### src/rtl/vert_ucode_quicksort_pkg.sv
// Shared sizing, types and state encodings for the quicksort microcode bank loaders.
package vert_ucode_quicksort_pkg;

  localparam int unsigned N      = 16;
  localparam int unsigned W      = 32;
  localparam int unsigned BANK_N = 2;

  localparam int unsigned ADDR_W = $clog2(N);
  localparam int unsigned N_W    = $clog2(N + 1);
  localparam int unsigned BANK_W = (BANK_N > 1) ? $clog2(BANK_N) : 1;

  typedef logic [ADDR_W-1:0] addr_t;
  typedef logic [N_W-1:0]    n_t;
  typedef logic [W-1:0]      w_t;
  typedef logic [BANK_W-1:0] bank_n_t;

  typedef enum logic [2:0] {
    BANK_IDLE    = 3'd0,
    BANK_LOADING = 3'd1,
    BANK_READY   = 3'd2,
    BANK_SORTING = 3'd3,
    BANK_DONE    = 3'd4
  } bank_status_t;

  // Bit 0 of the encoding doubles as the busy indication.
  typedef enum logic [2:0] {
    ENQUEUE_FSM_IDLE = 3'b000,
    ENQUEUE_FSM_LOAD = 3'b101
  } enqueue_fsm_t;

  localparam int unsigned ENQUEUE_FSM_BUSY_B = 0;

endpackage

### src/rtl/vert_ucode_quicksort_enqueue_if.sv
// Enqueue port bundle: input word stream, bank status, bank load/write side.
interface vert_ucode_quicksort_enqueue_if;
  import vert_ucode_quicksort_pkg::*;

  logic                      in_vld;
  w_t                        in_w;
  logic                      in_last;
  logic                      in_rdy;
  bank_status_t [BANK_N-1:0] bank_status;
  logic                      ld_start;
  logic                      ld_done;
  bank_n_t                   ld_bank;
  n_t                        ld_n;
  logic                      ld_error;
  logic                      wr_en;
  bank_n_t                   wr_bank;
  addr_t                     wr_addr;
  w_t                        wr_data;
  logic                      busy;

  modport master (
    output in_vld, in_w, in_last, bank_status,
    input  in_rdy, ld_start, ld_done, ld_bank, ld_n, ld_error,
    input  wr_en, wr_bank, wr_addr, wr_data, busy
  );

  modport slave (
    input  in_vld, in_w, in_last, bank_status,
    output in_rdy, ld_start, ld_done, ld_bank, ld_n, ld_error,
    output wr_en, wr_bank, wr_addr, wr_data, busy
  );

endinterface

### src/rtl/vert_ucode_quicksort_enqueue.sv
// Claims an idle bank round-robin and streams one packet of words into it,
// truncating at N words and flagging overflow on completion.
module vert_ucode_quicksort_enqueue
  import vert_ucode_quicksort_pkg::*;
(
  input  logic                          clk,
  input  logic                          rst_n,
  vert_ucode_quicksort_enqueue_if.slave bus
);

  enqueue_fsm_t state_q, state_d;
  bank_n_t      ptr_q, ptr_d;
  bank_n_t      bank_q, bank_d;
  n_t           count_q, count_d;
  logic         err_q, err_d;

  logic    wr_en_q, wr_en_d;
  bank_n_t wr_bank_q, wr_bank_d;
  addr_t   wr_addr_q, wr_addr_d;
  w_t      wr_data_q, wr_data_d;
  logic    ld_start_q, ld_start_d;
  logic    ld_done_q, ld_done_d;
  bank_n_t ld_bank_q, ld_bank_d;
  n_t      ld_n_q, ld_n_d;
  logic    ld_error_q, ld_error_d;

  logic    win_vld_c;
  bank_n_t win_bank_c;
  logic    accept_c;

  // First idle bank at or after the rotating pointer.
  always_comb begin
    win_vld_c  = 1'b0;
    win_bank_c = ptr_q;
    for (int unsigned i = 0; i < BANK_N; i++) begin
      if (!win_vld_c &&
          bus.bank_status[bank_n_t'((32'(ptr_q) + i) % BANK_N)] == BANK_IDLE) begin
        win_vld_c  = 1'b1;
        win_bank_c = bank_n_t'((32'(ptr_q) + i) % BANK_N);
      end
    end
  end

  assign accept_c = bus.in_vld && (state_q == ENQUEUE_FSM_LOAD);

  always_ff @(posedge clk or negedge rst_n) begin
    if (!rst_n) state_q <= ENQUEUE_FSM_IDLE;
    else        state_q <= state_d;
  end

  always_comb begin
    state_d = state_q;
    case (state_q)
      ENQUEUE_FSM_IDLE: if (win_vld_c) state_d = ENQUEUE_FSM_LOAD;
      ENQUEUE_FSM_LOAD: if (accept_c && bus.in_last) state_d = ENQUEUE_FSM_IDLE;
      default:          state_d = ENQUEUE_FSM_IDLE;
    endcase
  end

  always_comb begin
    ptr_d      = ptr_q;
    bank_d     = bank_q;
    count_d    = count_q;
    err_d      = err_q;
    wr_en_d    = 1'b0;
    wr_bank_d  = wr_bank_q;
    wr_addr_d  = wr_addr_q;
    wr_data_d  = wr_data_q;
    ld_start_d = 1'b0;
    ld_done_d  = 1'b0;
    ld_bank_d  = ld_bank_q;
    ld_n_d     = ld_n_q;
    ld_error_d = ld_error_q;
    case (state_q)
      ENQUEUE_FSM_IDLE: begin
        if (win_vld_c) begin
          bank_d     = win_bank_c;
          count_d    = '0;
          err_d      = 1'b0;
          ld_start_d = 1'b1;
          ld_bank_d  = win_bank_c;
        end
      end
      ENQUEUE_FSM_LOAD: begin
        if (accept_c) begin
          // Words beyond N are swallowed so the packet still drains to in_last.
          if (count_q < n_t'(N)) begin
            wr_en_d   = 1'b1;
            wr_bank_d = bank_q;
            wr_addr_d = addr_t'(count_q);
            wr_data_d = bus.in_w;
            count_d   = count_q + n_t'(1);
          end else begin
            err_d = 1'b1;
          end
          if (bus.in_last) begin
            ld_done_d  = 1'b1;
            ld_bank_d  = bank_q;
            ld_n_d     = count_d;
            ld_error_d = err_d;
            ptr_d      = bank_n_t'((32'(bank_q) + 1) % BANK_N);
          end
        end
      end
      default: ;
    endcase
  end

  always_ff @(posedge clk or negedge rst_n) begin
    if (!rst_n) begin
      ptr_q      <= '0;
      bank_q     <= '0;
      count_q    <= '0;
      err_q      <= 1'b0;
      wr_en_q    <= 1'b0;
      wr_bank_q  <= '0;
      wr_addr_q  <= '0;
      wr_data_q  <= '0;
      ld_start_q <= 1'b0;
      ld_done_q  <= 1'b0;
      ld_bank_q  <= '0;
      ld_n_q     <= '0;
      ld_error_q <= 1'b0;
    end else begin
      ptr_q      <= ptr_d;
      bank_q     <= bank_d;
      count_q    <= count_d;
      err_q      <= err_d;
      wr_en_q    <= wr_en_d;
      wr_bank_q  <= wr_bank_d;
      wr_addr_q  <= wr_addr_d;
      wr_data_q  <= wr_data_d;
      ld_start_q <= ld_start_d;
      ld_done_q  <= ld_done_d;
      ld_bank_q  <= ld_bank_d;
      ld_n_q     <= ld_n_d;
      ld_error_q <= ld_error_d;
    end
  end

  assign bus.in_rdy   = (state_q == ENQUEUE_FSM_LOAD);
  assign bus.busy     = state_q[ENQUEUE_FSM_BUSY_B];
  assign bus.wr_en    = wr_en_q;
  assign bus.wr_bank  = wr_bank_q;
  assign bus.wr_addr  = wr_addr_q;
  assign bus.wr_data  = wr_data_q;
  assign bus.ld_start = ld_start_q;
  assign bus.ld_done  = ld_done_q;
  assign bus.ld_bank  = ld_bank_q;
  assign bus.ld_n     = ld_n_q;
  assign bus.ld_error = ld_error_q;

endmodule

### src/flat_wrapper.sv
// flat-port wrapper written by rule: the top's interface ports become plain ports
module vert_ucode_quicksort_enqueue_flat import vert_ucode_quicksort_pkg::*;
  (clk, rst_n, bus_in_vld, bus_in_w, bus_in_last, bus_bank_status, bus_in_rdy, bus_ld_start, bus_ld_done, bus_ld_bank, bus_ld_n, bus_ld_error, bus_wr_en, bus_wr_bank, bus_wr_addr, bus_wr_data, bus_busy);
  vert_ucode_quicksort_enqueue_if bus_i ();
  input  logic clk;
  input  logic rst_n;
  input wire logic [$bits(bus_i.in_vld)-1:0] bus_in_vld;
  input wire logic [$bits(bus_i.in_w)-1:0] bus_in_w;
  input wire logic [$bits(bus_i.in_last)-1:0] bus_in_last;
  input wire logic [$bits(bus_i.bank_status)-1:0] bus_bank_status;
  output wire logic [$bits(bus_i.in_rdy)-1:0] bus_in_rdy;
  output wire logic [$bits(bus_i.ld_start)-1:0] bus_ld_start;
  output wire logic [$bits(bus_i.ld_done)-1:0] bus_ld_done;
  output wire logic [$bits(bus_i.ld_bank)-1:0] bus_ld_bank;
  output wire logic [$bits(bus_i.ld_n)-1:0] bus_ld_n;
  output wire logic [$bits(bus_i.ld_error)-1:0] bus_ld_error;
  output wire logic [$bits(bus_i.wr_en)-1:0] bus_wr_en;
  output wire logic [$bits(bus_i.wr_bank)-1:0] bus_wr_bank;
  output wire logic [$bits(bus_i.wr_addr)-1:0] bus_wr_addr;
  output wire logic [$bits(bus_i.wr_data)-1:0] bus_wr_data;
  output wire logic [$bits(bus_i.busy)-1:0] bus_busy;
  assign bus_i.in_vld = bus_in_vld;
  assign bus_i.in_w = bus_in_w;
  assign bus_i.in_last = bus_in_last;
  assign bus_i.bank_status = bus_bank_status;
  assign bus_in_rdy = bus_i.in_rdy;
  assign bus_ld_start = bus_i.ld_start;
  assign bus_ld_done = bus_i.ld_done;
  assign bus_ld_bank = bus_i.ld_bank;
  assign bus_ld_n = bus_i.ld_n;
  assign bus_ld_error = bus_i.ld_error;
  assign bus_wr_en = bus_i.wr_en;
  assign bus_wr_bank = bus_i.wr_bank;
  assign bus_wr_addr = bus_i.wr_addr;
  assign bus_wr_data = bus_i.wr_data;
  assign bus_busy = bus_i.busy;
  vert_ucode_quicksort_enqueue u_core (.clk(clk), .rst_n(rst_n), .bus(bus_i));
endmodule
### config.mk
export PLATFORM = sky130hd
export DESIGN_NAME = vert_ucode_quicksort_enqueue_flat
export DESIGN_NICKNAME = d
export VERILOG_FILES = /design/src/rtl/vert_ucode_quicksort_pkg.sv /design/src/rtl/vert_ucode_quicksort_enqueue_if.sv /design/src/rtl/vert_ucode_quicksort_enqueue.sv /design/src/flat_wrapper.sv
export SDC_FILE = /design/constraint.sdc
export NUM_CORES = 1
export LEC_CHECK = 0
export CORE_MARGIN = 4
export CORE_UTILIZATION = 38
export DETAILED_ROUTE_END_ITERATION = 8
export GPL_ROUTABILITY_DRIVEN = 0
export PLACE_DENSITY = 0.86
export SLEW_MARGIN = 20
export SYNTH_ARGS = -nofsm -noshare
export SYNTH_HDL_FRONTEND = slang
export SYNTH_SLANG_ARGS = --single-unit
export TNS_END_PERCENT = 100
### constraint.sdc
create_clock -name clk -period 1.36 [get_ports clk]
set_clock_uncertainty 0.1 [all_clocks]
set_input_delay 0.272 -clock clk [delete_from_list [all_inputs] [get_ports clk]]
set_output_delay 0.272 -clock clk [all_outputs]
set_load 0.1 [all_outputs]
# Yosys cells after proc, flatten, opt, wreduce, memory -nomap -nowiden
# Index checks and enable logic that the tools add are counted.
dict set report word_totals {
  elab_cells 69
  inputBits 42
  register_bits 58
  out_inout_bits 49
}
dict set report op_classes {
  n_eq_ne 5
  reduce_logical 14
  n_lt_le_gt_ge 3
  mux 30
  n_addsub 3
}
# operator count
set ops {}
lappend ops {{$mux W3} 6}
lappend ops {{$mux W1} 17}
lappend ops {{$mux W5} 3}
lappend ops {{$pmux W5 S2} 1}
lappend ops {{$logic_not A3 Y1} 3}
lappend ops {{$reduce_and A3 Y1} 3}
lappend ops {{$ne A2 B1 Y1 const B} 3}
lappend ops {{$pmux W3 S2} 1}
lappend ops {{$add A5 B1 Y5 const B} 1}
lappend ops {{$lt A5 B5 Y1 const B} 1}
lappend ops {{$lt A1 B2 Y1 const B} 2}
lappend ops {{$pmux W1 S2} 2}
lappend ops {{$reduce_and A2 Y1} 2}
lappend ops {{$reduce_and A4 Y1} 1}
lappend ops {{$eq A3 B3 Y1 const B} 1}
lappend ops {{$logic_and A1 B1 Y1} 3}
lappend ops {{$add A1 B1 Y1 const B} 2}
lappend ops {{$ne A2 B2 Y1 const B} 1}
lappend ops {{$reduce_bool A2 Y1} 1}
lappend ops {{$logic_not A1 Y1} 1}

# Longest topological paths before layout
# Gate-level depths: netlist of run 1.
dict set report depth {
  word_depth 9
  ltp_mapped 6
}

# Worst setup path after synthesis of run 1
# OpenSTA, ideal clock, no wires.
dict set report synth_path {
  path_kind {register -> register}
  start {register u_core.state_q[0]}
  end {register u_core.ld_n_q[0], in the netlist u_core.bus.ld_n[0]}
  stages_incl_launch_ff 6
  n_path_buf 2
  t_required_ns 1.124
  path_slack_ns -0.614
  arrival_time_ns 1.738
  synth_period_minus_slack_ns 1.974
  path_cell_list {dfrtp_1 > buf_2 > nand3_1 > clkbuf_1 > nand2_1 > o21ai_0}
}
dict set report synth_between {
  elab_chain_len 3
}
# element line
set synth_lines {}
lappend synth_lines {{start: declaration} vert_ucode_quicksort_enqueue.sv:11} ;# enqueue_fsm_t state_q, state_d;
lappend synth_lines {{start signal: assignment} vert_ucode_quicksort_enqueue.sv:48} ;# else state_q <= state_d;
lappend synth_lines {{$eq A3 B3 Y1 (*)} {vert_ucode_quicksort_enqueue.sv:44, vert_ucode_quicksort_enqueue.sv:74}}
lappend synth_lines {{$logic_and A1 B1 Y1} vert_ucode_quicksort_enqueue.sv:44} ;# assign accept_c = bus.in_vld && (state_q == ENQUEUE_FSM_LOAD);
lappend synth_lines {{$reduce_and A3 Y1 (no line) (*)} n/a}
lappend synth_lines {{end signal: assignment} vert_ucode_quicksort_enqueue.sv:136} ;# ld_n_q <= ld_n_d;
lappend synth_lines {{end: declaration} vert_ucode_quicksort_enqueue.sv:24} ;# n_t ld_n_q, ld_n_d;
# Mark *: on every way between the ends. The rest lies on a longest branch, timed or not.
# A chain may end at the register's enable or synchronous reset.

# Final worst setup path of run 1
dict set report layout_path {
  start {register u_core.state_q[0]}
  end {output port bus_in_rdy}
}
dict set report layout_between {
  elab_chain_len 1
}
# element line
set layout_lines {}
lappend layout_lines {{$eq A3 B3 Y1} vert_ucode_quicksort_enqueue.sv:141} ;# assign bus.in_rdy = (state_q == ENQUEUE_FSM_LOAD);
lappend layout_lines {{end: declaration} flat_wrapper.sv:11} ;# output wire logic [$bits(bus_i.in_rdy)-1:0] bus_in_rdy;
# Every way passes these cells.

==> results of run 1 <==
[final cells by class]
| class | instances | share of cell area (%) |
|---|---|---|
| clock inverters | 1 | 0.121 |
| well taps | 72 | 2.19 |
| inverters | 7 | 0.759 |
| repair buffers | 125 | 41.4 |
| clock buffers | 6 | 1.76 |
| flip-flops and latches | 56 | 34.1 |
| multi-input cells | 165 | 19.6 |
[sequential cells by signal, summed over array words and instances (netlist names)]
| signal | cells |
|---|---|
| u_core.bank_q | 1 |
| u_core.bus.ld_bank | 1 |
| u_core.bus.ld_done | 1 |
| u_core.bus.ld_error | 1 |
| u_core.bus.ld_n | 5 |
| u_core.bus.ld_start | 1 |
| u_core.bus.wr_addr | 4 |
| u_core.bus.wr_bank | 1 |
| u_core.bus.wr_data | 32 |
| u_core.bus.wr_en | 1 |
| u_core.count_q | 5 |
| u_core.err_q | 1 |
| u_core.ptr_q | 1 |
| u_core.state_q | 1 |
[through the flow]
step | hold slack [ns] | util (%)
floorplan | -0.124 | -
global placement | 0.197 | 69.1
detailed placement | 0.208 | 69.1
CTS | 0.380 | 71.6
global route | 0.382 | 73.5
finish | 0.389 | 73.5
[layout by cell type, fill, tap and decap left out, drive strengths merged, types with 2 or more instances in the layout]
master and count:
or3 2, a31oi 3, nor2b 2, o22ai 3, nand3 5, a21oi 4
clkbuf 6, o21ai 10, nor2 5, dlygate4sd2 4, inv 7, clkdlybuf4s50 36
buf 84, nand2 116, dfrtp 56, xnor2 2
[critical path: cells and delay by family, from the launching register on]
family   cells  cell delay [ns]
buf+inv      2             0.30
flops        1             0.51
[metal layers]
metal / vias to the layer above / global-route usage [%] / routed length, um
met5: - / 0 / 0
met4: 0 / 3.74 / 71
met3: 9 / 5.30 / 422
met2: 77 / 31.7 / 3380
met1: 983 / 19.7 / 2470
li1: 998 / - / -
[Yosys cell counts (3+ instances only)]
cell type	n
a31oi_1	3
o21ai_0	10
clkbuf_1	5
a21oi_1	4
dfrtp_1	56
o22ai_1	3
nand3_1	5
nand2_1	116
inv_1	6
nor2_1	5
buf_2	7
[cell families after synthesis]
group                      after synthesis  synth area share, %
buffers and inverters                   20                 3.93
muxes                                    1                0.450
xor gates and xnor gates                 3                 1.18
DFF                                     56                 63.0
AOI/OAI and AO/OA                       23                 5.90
adders and majority gates                1                0.562
and+or+nand+nor                        137                 25.0
[timing repair]
item	CTS	global route
setup buffers	1	4
endpoints found under the setup margin	12	47
pin swaps	4	9
hold buffers	1	0
gates resized for setup	16	25
endpoints found under the hold margin	56	0
cloned	0	2
[path summary, 6_finish.rpt]
kind,startpoint,to,slack [ns]
setup / recovery,u_core.state_q[0]$_DFFE_PN0P_,bus_in_rdy,-0.12
hold / removal,bus_bank_status[2],u_core.bank_q$_DFFE_PN0P_,0.39
setup reg to reg,u_core.state_q[0]$_DFFE_PN0P_,u_core.bus.wr_data[6]$_DFFE_PN0P_,-0.10
hold reg to reg,u_core.bank_q$_DFFE_PN0P_,u_core.ptr_q$_DFFE_PN0P_,0.42
max in group asynchronous,rst_n,u_core.bus.wr_data[3]$_DFFE_PN0P_,0.41
min in group asynchronous,rst_n,u_core.bus.ld_n[3]$_DFFE_PN0P_,0.46
==> flow_summary_export.csv, run 1 <==
group,metric,value,unit
run_status,outcome,"complete, but fails checks",
run_status,violations,"negative setup slack",
cells_and_area,final_cell_count_no_fill,432,
cells_and_area,seq_area,1410,sq um
detailed_routing,dr.pass1.iters,4,
sta,tns,-2.66,ns
critical_path,cp_cell_sequence,"buf_6, buf_12",
global_routing,gr-total-overflow,0,
synth,synth_cell_types,29,
global_routing,grt_antenna_before_repair,0,
cells_and_area,nets,403,
critical_path,cp_slowest_cell,"dfrtp_4",
sta,finalCritPeriodShare,109,%
floorplan,rows,27,
global_routing,grt.total_usage,17.3,%
sta,slew_headroom,75.7,%
clock_network,clkLatencyLatePin,0.30,ns
run,drv_cap,0,
detailed_routing,drtAntennaViolNets,0,
worst_hold_path,min_path_cells,4,
clock_network,cts_made_buffers,5,
detailed_routing,avgRoutedWirePerCell,14.7,um
global_routing,grt_pass1_wl,10.0,mm
detailed_routing,drt_iter0_drc,84,
sta,setup_viol,43,
floorplan,io-pin-count,91,
synth,syn_nets,284,
critical_path,cp-start-kind,"flop",
placement,place_area,3880,sq um
synth,synth_top_area_cell,"dfrtp_1",
detailed_routing,viasPerCell,4.78,
detailed_routing,vias,2067,
clock_network,h-tree-depth,2,
placement,port_buffers,90,
critical_path,reg2reg_depth,6,
floorplan,dieArea,7150,sq um
synth,yosys_most_used_dff,"dfrtp_1",
floorplan,core_area,5610,sq um
placement,post-dp-hpwl,4.78,mm
clock_network,cts_tree,"yes",
synth,avgSynthCellArea,9.24,sq um
critical_path,critPathRequiredTime,0.99,ns
detailed_routing,drcViolationCount,0,
clock_network,clockRootBuffer,"clkbuf_8",
critical_path,crit_fanout,2,
synth,synth_area,2230,sq um
sta,max_slew.worst_pin.slew,0.364,ns
cells_and_area,multi_input_area,808,sq um
synth,async_flop_share,100,%
worst_hold_path,min_path_type,"primary input to flop",
clock_network,cts.sinks,56,
cells_and_area,drive_gt1_share,31.1,%
placement,place_ws,-0.439,ns
synth,yosysSeqAreaShare,63.0,%
cells_and_area,final_cell_area,4120,sq um
sta,fmax,0.676,GHz
cells_and_area,num_antenna_cells,0,
floorplan,die_x,84.5,um
critical_path,cp.arrival,1.11,ns
cells_and_area,area_delta_synth_final,85.2,%
critical_path,cp_slowest_stage_delay,0.51,ns
sta,slew_viol_final,0,
synth,synth-seq-cells,56,
sta,min_period,1.48,ns
critical_path,path_class,"flop to output port",
detailed_routing,routed_wl,6.33,mm
synth,synth_edf_count,0,
synth,synth_area_leaders,"dfrtp_1, nand2_1, o21ai_0, buf_2, nand3_1",
placement,dp.cells,417,
sta,finalHoldViolCount,0,
sta,rsz0062_at_grt,"true",
floorplan,initial_utilization,39.7,%
synth,yosysWarnings,0,
synth,synth_top_cell_area_share,63.0,%
clock_network,clock_path_buffers,2,
global_routing,grt_max_degree,30,
cells_and_area,filler_cell_count,392,
floorplan,die_y,84.5,um
clock_network,clkTransAtPathRegs,0.09,ns
sta,fin_ws,-0.120,ns
critical_path,endpoint_kind,"output port",
synth,syn_inst,241,
global_routing,grt_pass1_vias,2046,
Power of run 1 is not shown: default switching activity piles up to over one toggle a cycle in this logic, so the estimate is an artifact.
==> run 2: changes to the inputs <==
--- a/config.mk
+++ b/config.mk
@@ -6,10 +6,10 @@
 export NUM_CORES = 1
 export LEC_CHECK = 0
 export CORE_MARGIN = 4
-export CORE_UTILIZATION = 38
+export CORE_UTILIZATION = 42
 export DETAILED_ROUTE_END_ITERATION = 8
 export GPL_ROUTABILITY_DRIVEN = 0
-export PLACE_DENSITY = 0.86
+export PLACE_DENSITY = 0.89
 export SLEW_MARGIN = 20
 export SYNTH_ARGS = -nofsm -noshare
 export SYNTH_HDL_FRONTEND = slang
==> constraint.sdc (replaced) <==
create_clock -name clk -period 1.4 [get_ports clk]
set_clock_uncertainty 0.1 [all_clocks]
set_input_delay 0.28 -clock clk [delete_from_list [all_inputs] [get_ports clk]]
set_output_delay 0.28 -clock clk [all_outputs]
set_load 0.1 [all_outputs]
==> run 2 against run 1 <==
Effect of this change:
- critical path depth rose by 5
- the flow still finishes with violations (negative setup slack)
- clock-buffer cell count did not move
- first-iteration DRC count rose by 56%
- worst hold slack got worse by 0.072 ns
- wire length rose by 1.6%
==> flow_summary_export.csv, run 2 (synthesis gave the netlist of run 1 again) <==
group,metric,value,unit
critical_path,timing.rr.end,"u_core.count_q[1]$_DFFE_PN0P_",
cells_and_area,nets,397,
placement,port_buffers,90,
sta,tns,-1.66,ns
critical_path,crit_fanout,5,
global_routing,grt_antenna_before_repair,0,
clock_network,cts_made_buffers,5,
global_routing,grt_max_degree,57,
placement,post-dp-hpwl,4.77,mm
floorplan,dieArea,6530,sq um
critical_path,path_class,"flop to flop",
clock_network,h-tree-depth,2,
detailed_routing,routed_wl,6.43,mm
floorplan,die_y,80.8,um
critical_path,endpoint_kind,"flop",
cells_and_area,drive_gt1_share,27.4,%
cells_and_area,final_common_cell,"nand2_1",
critical_path,critPathRequiredTime,1.48,ns
floorplan,core_area,5110,sq um
critical_path,cp.arrival,1.57,ns
detailed_routing,dr.pass1.iters,4,
worst_hold_path,hold_end,"u_core.bank_q$_DFFE_PN0P_",
placement,dp.cells,411,
cells_and_area,largest_reg_flops,32,
detailed_routing,viasPerCell,4.84,
cells_and_area,filler_cell_count,285,
sta,min_period,1.49,ns
sta,slew_headroom,80.5,%
sta,max_slew.worst_pin.slew,0.293,ns
cells_and_area,num_antenna_cells,0,
cells_and_area,final_cell_mix,"nand2_1, dfrtp_1, buf_12",
critical_path,cp-start-kind,"flop",
sta,fin_ws,-0.0944,ns
critical_path,r2r-start,"u_core.state_q[0]$_DFFE_PN0P_",
sta,rsz0062_at_grt,"true",
critical_path,reg2reg_depth,7,
sta,setup_viol,40,
detailed_routing,avgRoutedWirePerCell,15.2,um
floorplan,io-pin-count,91,
detailed_routing,drcViolationCount,0,
cells_and_area,final_cell_count_no_fill,424,
clock_network,clockRootBuffer,"clkbuf_8",
floorplan,die_x,80.8,um
clock_network,clock_path_buffers,2,
worst_hold_path,min_path_type,"primary input to flop",
cells_and_area,area_delta_synth_final,83.5,%
worst_hold_path,min_path_cells,5,
clock_network,cts.sinks,56,
global_routing,grt.total_usage,19.0,%
sta,slew_viol_final,0,
clock_network,clkLatencyLatePin,0.30,ns
run_status,outcome,"complete, but fails checks",
clock_network,cts_tree,"yes",
sta,finalHoldViolCount,0,
sta,finalCritPeriodShare,107,%
clock_network,clkTransAtPathRegs,0.10,ns
run_status,violations,"negative setup slack",
global_routing,grt_pass1_wl,9.62,mm
global_routing,grt_pass1_vias,2028,
global_routing,gr-total-overflow,0,
worst_hold_path,hp-start,"bus_bank_status[3]",
cells_and_area,fin_util,80.0,%
floorplan,rows,26,
run,drv_cap,0,
critical_path,r2r_slack,-0.09,ns
placement,place_ws,-0.397,ns
detailed_routing,vias,2053,
sta,fmax,0.669,GHz
floorplan,initial_utilization,43.6,%
detailed_routing,drtAntennaViolNets,0,
detailed_routing,drt_iter0_drc,131,
-- run 2: changes by cell type in the layout (fill, tap and decap cells not counted), sizes merged --
cell and delta:
dlygate4sd2 +1, buf -8, clkbuf +2, dlymetal6s2s +1, clkdlybuf4s50 -2
-- run 2: final cells by class --
type	instances	area [sq um]	share of cell area [%]
Clock buffer	6	72.6	1.78
Clock inverter	1	5.00	0.123
Inverter	7	31.3	0.766
Multi-Input combinational cell	165	792	19.4
Sequential cell	56	1410	34.4
Tap cell	70	87.6	2.14
Timing Repair Buffer	119	1690	41.4
-- run 2: what timing repair did --
item / 4_1_cts / 5_1_grt
gates cloned: 0 / 2
hold endpoints to repair: 56 / 0
pin swaps: 4 / 5
setup endpoints to repair: 38 / 46
setup buffers: 2 / 2
hold buffers: 1 / 0
resized for setup: 11 / 11
-- run 2: worst max-delay path by stage --
stage / cells past startpoint / startpoint / to
3_3_place_gp: 4 / bus_bank_status[0] / u_core.count_q[2]$_DFFE_PN0P_
5_1_grt: 7 / u_core.state_q[0]$_DFFE_PN0P_ / u_core.count_q[1]$_DFFE_PN0P_
2_1_floorplan: 4 / u_core.state_q[0]$_DFFE_PN0P_ / u_core.count_q[2]$_DFFE_PN0P_
3_5_place_dp: 6 / bus_in_vld / u_core.bus.wr_data[1]$_DFFE_PN0P_
4_1_cts: 6 / u_core.state_q[0]$_DFFE_PN0P_ / u_core.bus.wr_data[16]$_DFFE_PN0P_
6_report: 7 / u_core.state_q[0]$_DFFE_PN0P_ / u_core.count_q[1]$_DFFE_PN0P_
-- run 2: stage by stage --
stage	area (sq um)	hold slack, ns
global placement	3860	0.197
finish	4080	0.317
global route	4080	0.356
CTS	3980	0.393
detailed placement	3860	0.204
floorplan	2290	-0.116
-- run 2: metal layers --
| layer | global-route usage (%) | routed length (um) | vias up |
|---|---|---|---|
| met3 | 5.43 | 401 | 8 |
| met4 | 3.72 | 72 | 0 |
| met2 | 35.5 | 3470 | 75 |
| li1 | - | - | 986 |
| met1 | 21.6 | 2490 | 984 |
| met5 | 0 | 0 | - |
-- run 2: critical path, stage by stage, from the launching register on --
cell	delay, ns
dfrtp_4	0.49
buf_4	0.16
nand3b_1	0.13
buf_6	0.13
inv_4	0.06
buf_12	0.13
nand2_1	0.07
o211ai_1	0.09
Power of run 2 is left out for the same reason.
==> run 3: changes to the inputs <==
--- a/config.mk
+++ b/config.mk
@@ -5,11 +5,13 @@
 export SDC_FILE = /design/constraint.sdc
 export NUM_CORES = 1
 export LEC_CHECK = 0
+export CELL_PAD_IN_SITES_DETAIL_PLACEMENT = 0
+export CELL_PAD_IN_SITES_GLOBAL_PLACEMENT = 1
 export CORE_MARGIN = 4
-export CORE_UTILIZATION = 42
+export CORE_UTILIZATION = 31
 export DETAILED_ROUTE_END_ITERATION = 8
 export GPL_ROUTABILITY_DRIVEN = 0
-export PLACE_DENSITY = 0.89
+export PLACE_DENSITY = 0.9
 export SLEW_MARGIN = 20
 export SYNTH_ARGS = -nofsm -noshare
 export SYNTH_HDL_FRONTEND = slang
==> run 3 against run 2 <==
Effect of this change:
- the run still ends with negative setup slack left
- register-to-register slack improved by 0.05 ns
- final area increased by 0.15%
- maximum frequency increased by 1.8%
- global-route usage decreased by 5.1 points
- die area increased by 32%
- worst hold slack improved by 0.059 ns
- critical path depth decreased by 5
- non-clock buffer count decreased by 7
- final cell count increased by 4.7%
==> flow_summary_export.csv, run 3 (synthesis gave the netlist of run 1 again) <==
group,metric,value,unit
run_status,outcome,"complete, but fails checks",
run_status,violations,"negative setup slack",
floorplan,die_x,92.7,um
critical_path,path_class,"flop to output port",
detailed_routing,drtAntennaViolNets,0,
floorplan,core_area,6870,sq um
clock_network,clkLatencyLatePin,0.31,ns
detailed_routing,drt_iter0_drc,107,
sta,tns,-0.490,ns
detailed_routing,drcViolationCount,0,
sta,finalHoldViolCount,0,
clock_network,clkTransAtPathRegs,0.10,ns
sta,fmax,0.681,GHz
critical_path,reg2reg_depth,6,
critical_path,cp_slowest_stage_delay,0.49,ns
cells_and_area,nets,390,
placement,post-dp-hpwl,4.37,mm
cells_and_area,final_cell_mix,"nand2_1, dfrtp_1, buf_12",
global_routing,grt_max_degree,57,
critical_path,cp_slowest_cell,"dfrtp_4",
clock_network,clockRootBuffer,"clkbuf_8",
detailed_routing,vias,1975,
global_routing,grt_pass1_wl,9.48,mm
cells_and_area,area_delta_synth_final,83.8,%
cells_and_area,drive_gt1_share,27.3,%
clock_network,cts_tree,"yes",
clock_network,cts_made_buffers,5,
floorplan,rows,30,
cells_and_area,largest_reg_flops,32,
critical_path,crit_fanout,2,
critical_path,cp_cell_sequence,"buf_6, buf_12",
critical_path,cp_top_family,"flip-flops",
sta,rsz0062_at_grt,"true",
worst_hold_path,min_path_type,"primary input to flop",
floorplan,io-pin-count,91,
critical_path,cp-start-kind,"flop",
sta,min_period,1.47,ns
global_routing,grt_pass1_vias,2051,
floorplan,dieArea,8600,sq um
floorplan,initial_utilization,32.4,%
global_routing,grt.total_usage,13.9,%
detailed_routing,dr.pass1.iters,4,
worst_hold_path,hp-start,"bus_bank_status[2]",
detailed_routing,routed_wl,5.95,mm
detailed_routing,viasPerCell,4.45,
placement,place_ws,-0.384,ns
placement,port_buffers,90,
cells_and_area,num_antenna_cells,0,
sta,slew_viol_final,0,
worst_hold_path,min_path_cells,4,
critical_path,endpoint_kind,"output port",
clock_network,clock_path_buffers,2,
clock_network,h-tree-depth,2,
global_routing,grt_antenna_before_repair,0,
critical_path,critPathRequiredTime,1.02,ns
detailed_routing,avgRoutedWirePerCell,13.4,um
sta,slew_headroom,79.5,%
run,drv_cap,0,
global_routing,gr-total-overflow,0,
cells_and_area,final_common_cell,"nand2_1",
clock_network,cts.sinks,56,
sta,setup_viol,30,
sta,max_slew.worst_pin.slew,0.307,ns
sta,finalCritPeriodShare,105,%
critical_path,cp.arrival,1.09,ns
sta,fin_ws,-0.0679,ns
critical_path,r2r_slack,-0.04,ns
critical_path,path_buf_inv,2,
critical_path,timing.rr.end,"u_core.count_q[1]$_DFFE_PN0P_",
floorplan,die_y,92.7,um
critical_path,r2r-start,"u_core.state_q[0]$_DFFE_PN0P_",
worst_hold_path,hold_end,"u_core.bank_q$_DFFE_PN0P_",
==> run 3: cell types whose count changed in the layout (fill, tap and decap cells not counted), sizes merged, moves of 3 or more <==
| cell | previous run | this run |
|---|---|---|
| buf | 76 | 71 |
| clkbuf | 8 | 5 |
| clkdlybuf4s50 | 34 | 39 |
| dlygate4sd2 | 5 | 1 |
==> run 3: layout make-up <==
type,count,area (sq um)
tap,96,120
multi-input combinational,165,807
clock buffer,5,68.8
clock inverter,3,46.3
sequential,56,1410
fill,568,2780
timing repair buffer,112,1610
inverter,7,28.8
==> run 3: how the worst max path moves through the flow <==
stage	from	end	slack, ns	cells after the start
detailed placement	bus_bank_status[3]	u_core.count_q[2]$_DFFE_PN0P_	-0.38	4
finish	u_core.state_q[0]$_DFFE_PN0P_	bus_in_rdy	-0.07	2
global placement	bus_bank_status[0]	u_core.count_q[2]$_DFFE_PN0P_	-0.36	4
global route	u_core.state_q[0]$_DFFE_PN0P_	bus_in_rdy	-0.10	2
CTS	u_core.state_q[0]$_DFFE_PN0P_	bus_in_rdy	-0.08	2
floorplan	u_core.state_q[0]$_DFFE_PN0P_	u_core.count_q[2]$_DFFE_PN0P_	-0.03	4
==> run 3: layer usage <==
layer  track usage [%]  vias to the layer above  share of wire (%)
met3              3.57                       10                6.4
met2              25.1                       62                 52
met5                 0                        -                  0
met1              15.8                      932                 40
li1                  -                      971                  -
met4              5.37                        0                1.8
==> run 3: stage by stage <==
step                util [%]  std cells  cell area (sq um)  hold slack [ns]
finish                  59.5        444               4090            0.376
global route            59.5        444               4090            0.386
CTS                     58.9        444               4050            0.366
detailed placement      56.7        434               3900            0.206
global placement        56.7        434               3900            0.202
floorplan                  -        241               2290           -0.116
==> run 3: timing repair <==
item | 4_1_cts | 5_1_grt
buffers inserted | 1 | 0
gates resized for setup | 5 | 11
hold endpoints to repair | 56 | 0
pin swaps | 4 | 4
setup endpoints to repair | 5 | 47
hold buffers | 1 | 0
==> run 3: tightest hold or removal path, stage by stage <==
cell and delay (ns):
dlygate4sd2_1 0.21, or3_4 0.13, a211oi_2 0.05, nor2_1 0.09
Power of run 3 is left out for the same reason.
